==> src/rtl/boot_loader_seq.sv <==
`default_nettype none
// ============================================================================
// Module   : boot_loader_seq
// Brief    : Copies a boot image from SPI flash into program memory word by
//            word, sums it, and holds the CPU in reset until the copy ends.
// Revision : 1.0 - initial release
// ============================================================================
module boot_loader_seq #(
    parameter logic [31:0] SRC_BASE   = 32'h0010_0000,
    parameter logic [31:0] DST_BASE   = 32'h0000_0000,
    parameter int unsigned WORDS      = 1024,
    parameter int unsigned TIMEOUT    = 4096,
    parameter bit          AUTO_START = 1'b1
) (
    input  logic        clk,
    input  logic        reset,
    input  logic        start,
    output logic        flash_ren,
    output logic [31:0] flash_addr,
    input  logic [31:0] flash_data,
    input  logic        flash_valid,
    output logic        pm_wen,
    output logic [31:0] pm_addr,
    output logic [31:0] pm_data,
    output logic [3:0]  pm_byte_select,
    output logic        cpu_hold,
    output logic        done,
    output logic        error,
    output logic [31:0] checksum
);

    localparam int unsigned c_idx_w = (WORDS > 1) ? $clog2(WORDS) : 1;
    localparam int unsigned c_tmo_w = (TIMEOUT > 1) ? $clog2(TIMEOUT) : 1;
    localparam logic [c_idx_w-1:0] c_last_idx = c_idx_w'(WORDS - 1);
    localparam logic [c_tmo_w-1:0] c_tmo_last = c_tmo_w'(TIMEOUT - 1);

    typedef enum logic [2:0] {
        S_IDLE  = 3'd0,
        S_REQ   = 3'd1,
        S_WAIT  = 3'd2,
        S_WRITE = 3'd3,
        S_DONE  = 3'd4,
        S_ERR   = 3'd5
    } state_t;

    state_t             state_q, state_d;
    logic [c_idx_w-1:0] idx_q, idx_d;
    logic [c_tmo_w-1:0] tmo_q, tmo_d;
    logic               flash_ren_q, flash_ren_d;
    logic [31:0]        flash_addr_q, flash_addr_d;
    logic               pm_wen_q, pm_wen_d;
    logic [31:0]        pm_addr_q, pm_addr_d;
    logic [31:0]        pm_data_q, pm_data_d;
    logic [3:0]         pm_byte_select_q, pm_byte_select_d;
    logic               cpu_hold_q, cpu_hold_d;
    logic               done_q, done_d;
    logic               error_q, error_d;
    logic [31:0]        checksum_q, checksum_d;

    always_ff @(posedge clk) begin
        if (reset) begin
            state_q          <= S_IDLE;
            idx_q            <= '0;
            tmo_q            <= '0;
            flash_ren_q      <= 1'b0;
            flash_addr_q     <= 32'h0;
            pm_wen_q         <= 1'b0;
            pm_addr_q        <= 32'h0;
            pm_data_q        <= 32'h0;
            pm_byte_select_q <= 4'h0;
            cpu_hold_q       <= 1'b1;
            done_q           <= 1'b0;
            error_q          <= 1'b0;
            checksum_q       <= 32'h0;
        end else begin
            state_q          <= state_d;
            idx_q            <= idx_d;
            tmo_q            <= tmo_d;
            flash_ren_q      <= flash_ren_d;
            flash_addr_q     <= flash_addr_d;
            pm_wen_q         <= pm_wen_d;
            pm_addr_q        <= pm_addr_d;
            pm_data_q        <= pm_data_d;
            pm_byte_select_q <= pm_byte_select_d;
            cpu_hold_q       <= cpu_hold_d;
            done_q           <= done_d;
            error_q          <= error_d;
            checksum_q       <= checksum_d;
        end
    end

    // Outputs are computed one state ahead so each one is visible in the
    // state that owns it (flash_ren in WAIT, pm_wen in WRITE, done in DONE).
    always_comb begin
        state_d          = state_q;
        idx_d            = idx_q;
        tmo_d            = tmo_q;
        flash_ren_d      = flash_ren_q;
        flash_addr_d     = flash_addr_q;
        pm_wen_d         = 1'b0;
        pm_addr_d        = pm_addr_q;
        pm_data_d        = pm_data_q;
        pm_byte_select_d = 4'h0;
        cpu_hold_d       = cpu_hold_q;
        done_d           = done_q;
        error_d          = error_q;
        checksum_d       = checksum_q;

        case (state_q)
            S_IDLE: begin
                if (AUTO_START || start) begin
                    state_d    = S_REQ;
                    idx_d      = '0;
                    checksum_d = 32'h0;
                end
            end
            S_REQ: begin
                flash_ren_d  = 1'b1;
                flash_addr_d = SRC_BASE + (32'(idx_q) << 2);
                tmo_d        = '0;
                state_d      = S_WAIT;
            end
            S_WAIT: begin
                // A valid on the final allowed cycle still beats the timeout.
                if (flash_valid) begin
                    flash_ren_d = 1'b0;
                    pm_wen_d    = 1'b1;
                    pm_addr_d   = DST_BASE + (32'(idx_q) << 2);
                    pm_data_d   = flash_data;
                    state_d     = S_WRITE;
                end else if (tmo_q == c_tmo_last) begin
                    flash_ren_d = 1'b0;
                    error_d     = 1'b1;
                    state_d     = S_ERR;
                end else begin
                    tmo_d = tmo_q + c_tmo_w'(1);
                end
            end
            S_WRITE: begin
                checksum_d = checksum_q + pm_data_q;
                if (idx_q == c_last_idx) begin
                    done_d     = 1'b1;
                    cpu_hold_d = 1'b0;
                    state_d    = S_DONE;
                end else begin
                    idx_d   = idx_q + c_idx_w'(1);
                    state_d = S_REQ;
                end
            end
            S_DONE: begin
                state_d = S_DONE;
            end
            S_ERR: begin
                state_d = S_ERR;
            end
            default: begin
                state_d = S_IDLE;
            end
        endcase

        if (pm_wen_d) begin
            pm_byte_select_d = 4'hF;
        end
    end

    assign flash_ren      = flash_ren_q;
    assign flash_addr     = flash_addr_q;
    assign pm_wen         = pm_wen_q;
    assign pm_addr        = pm_addr_q;
    assign pm_data        = pm_data_q;
    assign pm_byte_select = pm_byte_select_q;
    assign cpu_hold       = cpu_hold_q;
    assign done           = done_q;
    assign error          = error_q;
    assign checksum       = checksum_q;

endmodule
`default_nettype wire

==> config.mk <==
export PLATFORM = sky130hd
export DESIGN_NAME = boot_loader_seq
export DESIGN_NICKNAME = d
export VERILOG_FILES = /design/src/rtl/boot_loader_seq.sv
export SDC_FILE = /design/constraint.sdc
export NUM_CORES = 1
export LEC_CHECK = 0
export BUFFER_PORTS_ARGS = -buffer_cell sky130_fd_sc_hd__buf_2
export CELL_PAD_IN_SITES_DETAIL_PLACEMENT = 1
export CELL_PAD_IN_SITES_GLOBAL_PLACEMENT = 1
export CORE_ASPECT_RATIO = 1.1
export CORE_MARGIN = 5
export CORE_UTILIZATION = 38
export DETAILED_ROUTE_END_ITERATION = 16
export PLACE_DENSITY = 0.88
export RECOVER_POWER = 50
export SLEW_MARGIN = 20
export SYNTH_ARGS = -nofsm -noshare
export SYNTH_HDL_FRONTEND = slang
export SYNTH_SLANG_ARGS = --single-unit
==> constraint.sdc <==
create_clock -name clk -period 3.5 [get_ports clk]
set_input_delay 0.175 -clock clk [delete_from_list [all_inputs] [get_ports clk]]
set_output_delay 0.175 -clock clk [all_outputs]
set_load 0.005 [all_outputs]
==> results.yml <==
final_layout:
  nets: 966
  fin_area_sq_um: 7471
  drive_gt1_frac: 0.1100
  seq_area_sq_um: 2302
  fill_cells: 1951
  diodes: 0
  fin_util: 0.4784
  multi_input_area_sq_um: 3329
  area_growth_pct: 24.81
global_route:
  grt_use_total: 0.1989
  grt_pass1_vias: 5899
  grt_pass1_wl_um: 28930
  grt_max_degree: 43
  grt_overflow_total: 0
  antenna_found_initial: 0
pwr:
  total_power_mw: 3.645
  leakagePower_nw: 3.104
  powerDensity_nw_per_um2: 487.9
  ir_worst_vdd_v: 0.0003405
clock_tree:
  htreeDepth: 4
  clk_pin_slew_ns: 0.06
  cts_tree: "done"
  root_buffer: "clkbuf_16"
  cts_buffers: 17
  clock-sinks: 115
  postCtsSetupRepairBufs: 0
  clk_path_buf_depth: 2
  postCtsResizedCells: 0
  clock_latency_ns: 0.43
worst_hold_path:
  hold_depth: 3
  hp-class: "input pin to flop"
yosys:
  syn-instance-count: 750
  async_flop_share: 0
  synth-edff-count: 0
  synth-simple-area-share: 0.2074
  netlist_area_sq_um: 5986
  synth_top_family_by_area: "simple AND/OR/NAND/NOR gates"
  synth_top_area_frac: 0.3846
  seq_area_frac_synth: 0.3846
  synth_ff_type: "dfxtp_1"
  synth_warnings: 0
  synth_compound_area_frac: 0.1867
  yosys.area.top_type: "dfxtp_1"
  synthMuxAreaShare: 0.001881
  synthAdderAreaFrac: 0.07232
  synth-xor-area-share: 0.05999
  synth_cell_type_count: 58
  syn_area_per_cell_sq_um: 7.981
  ys_ff_latch: 115
  ys_top_cells_by_area: "dfxtp_1 38%, nand2_1 9.1%, a21oi_1 7.3%, ha_1 6.9%, buf_4 5.9%"
sta:
  min_period_ns: 3.070
  drv_slew: 0
  worst_pin_slew_ns: 0.9560
  clock.fmax_ghz: 0.3257
  setup_violations: 0
  finalCritPeriodShare: 0.8772
  rsz0062_at_grt: "false"
  hold_viol: 0
  fin_tns_setup_ns: 0
  max_slew_margin: 0.3627
  fin_skew_ns: 0.01157
routing:
  drc: 0
  drt-total-wl_um: 18330
  vias: 5632
  drtIter0Drc: 306
  ant_nets: 0
  first_pass_iters: 4
  via_per_inst: 5.078
  wire_per_inst_um: 16.53
floorplan:
  row_count: 48
  dieArea_sq_um: 18370
  dieHeight_um: 141.6
  core_area_sq_um: 15620
  io_pins: 173
  die_w_um: 129.7
  floorplan.initialDensity: 0.3833
setup_path:
  cp.required_ns: 3.82
  critPathMaxFanout: 5
  r2r_cells: 10
  r2r_slack_ns: 0.43
  start_kind: "flop"
  worstPathArrival_ns: 3.39
  criticalPathCategory: "flop to flop"
  worst_setup_path_end_kind: "flop"
place:
  postPlaceCellArea_sq_um: 6609
  hpwl_um: 12380
  gp_congestion: 0.8262
  io_buffers: 128
run_status:
  status: "completed"
run:
  max_cap_viol_count: 0
-- where the power goes --
part | switching [mW] | internal (mW)
Combinational | 0.247 | 0.123
Sequential | 0.0357 | 1.34
Clock | 0.648 | 1.25
Total | 0.931 | 2.71
-- layout make-up --
cell class              count  share of cell area
flip-flops and latches    115              0.3082
inverters                  11            0.005527
clock buffers              21             0.06297
multi-input cells         586              0.4457
repair buffers            165              0.1208
clock inverters            11             0.02345
well taps                 200             0.03350
-- state kept, by name (all words and copies together) (netlist names) --
| register | flops |
|---|---|
| done | 1 |
| error | 1 |
| pm_data | 32 |
| state_q | 3 |
| flash_addr | 11 |
| tmo_q | 12 |
| pm_byte_select | 1 |
| pm_addr | 10 |
| idx_q | 10 |
| flash_ren | 1 |
| checksum | 32 |
| cpu_hold | 1 |
-- critical path, cell delays in order (launching register included) --
cell     delay (ns)
dfxtp_1        0.33
ha_1           0.38
nand3_1        0.09
o21ai_0        0.42
a21oi_1        0.22
a21oi_1        0.39
o21ai_0        0.18
a21oi_1        0.36
o21ai_0        0.17
a21o_1         0.19
a32o_1         0.24
-- final timing paths --
| check | startpoint | to |
|---|---|---|
| hold / removal | flash_data[10] | pm_data[10]$_SDFFE_PP0P_ |
| setup / recovery | pm_data[3]$_SDFFE_PP0P_ | checksum[27]$_SDFFE_PP0P_ |
| hold reg to reg | pm_addr[6]$_SDFFE_PP0P_ | pm_addr[6]$_SDFFE_PP0P_ |
| setup reg to reg | pm_data[3]$_SDFFE_PP0P_ | checksum[27]$_SDFFE_PP0P_ |
-- cell families (layout without fill, tap and decap cells) --
logic type,count (synthesis),after routing
xor gates and xnor gates,41,41
AOI/OAI and AO/OA,180,180
other,1,43
and+or+nand+nor,287,287
muxes,1,1
DFF,115,115
buffers and inverters,91,208
adders and majority gates,34,34
-- routing by layer --
layer	wire, um	part of all wire	GRT usage
met1	7699	0.42	0.2269
met2	9174	0.50	0.3494
met3	1096	0.060	0.05572
met4	356	0.019	0.07713
met5	0	0	0
-- cells in the final DEF (no fill, tap or decap), types with 4 or more instances in the layout --
| cell type | Yosys | layout |
|---|---|---|
| o21ai_0 | 23 | 23 |
| nand2_1 | 145 | 145 |
| a31oi_1 | 6 | 6 |
| nand4_1 | 9 | 9 |
| nor3_1 | 9 | 9 |
| dfxtp_1 | 115 | 115 |
| clkbuf_16 | 0 | 17 |
| buf_4 | 47 | 6 |
| dlygate4sd3_1 | 0 | 31 |
| nand3_1 | 16 | 15 |
| buf_2 | 0 | 53 |
| xnor2_1 | 14 | 14 |
| bufinv_16 | 0 | 4 |
| clkbuf_1 | 31 | 75 |
| a21oi_1 | 87 | 87 |
| conb_1 | 1 | 43 |
| xor2_1 | 27 | 27 |
| inv_1 | 11 | 11 |
| ha_1 | 33 | 33 |
| nor2_1 | 71 | 71 |
| and3_1 | 6 | 5 |
| a22oi_1 | 12 | 12 |
| o21a_1 | 4 | 4 |
| nand2b_1 | 8 | 8 |
| a21o_1 | 15 | 15 |
| nor2b_1 | 9 | 9 |
-- metrics by stage --
step,cells,hold slack [ns],setup slack (ns)
floorplan,792,0.3110,0.7366
global placement,1046,0.4140,0.4925
detailed placement,1046,0.4227,0.4577
CTS,1109,0.004026,0.4292
global route,1109,0.02759,0.1446
finish,1109,0.02728,0.4298
-- Yosys cell counts (3+ instances only) --
cell	number
o21ai_0	23
a22o_1	3
o21a_1	4
nand3_1	16
nor2_1	71
dfxtp_1	115
ha_1	33
nand2_1	145
a21oi_1	87
nand4_1	9
a31oi_1	6
nor2b_1	9
xnor2_1	14
a22oi_1	12
and2_1	3
buf_4	47
a211oi_1	3
inv_1	11
and3_1	6
xor2_1	27
nand2b_1	8
clkbuf_1	31
nor3_1	9
a21o_1	15
-- what timing repair did --
item | 4_1_cts | 5_1_grt
hold buffers | 31 | 0
endpoints found under the hold margin | 31 | 0
setup endpoints to repair | 0 | 0
No activity file was read; power rests on OpenSTA's default activity.
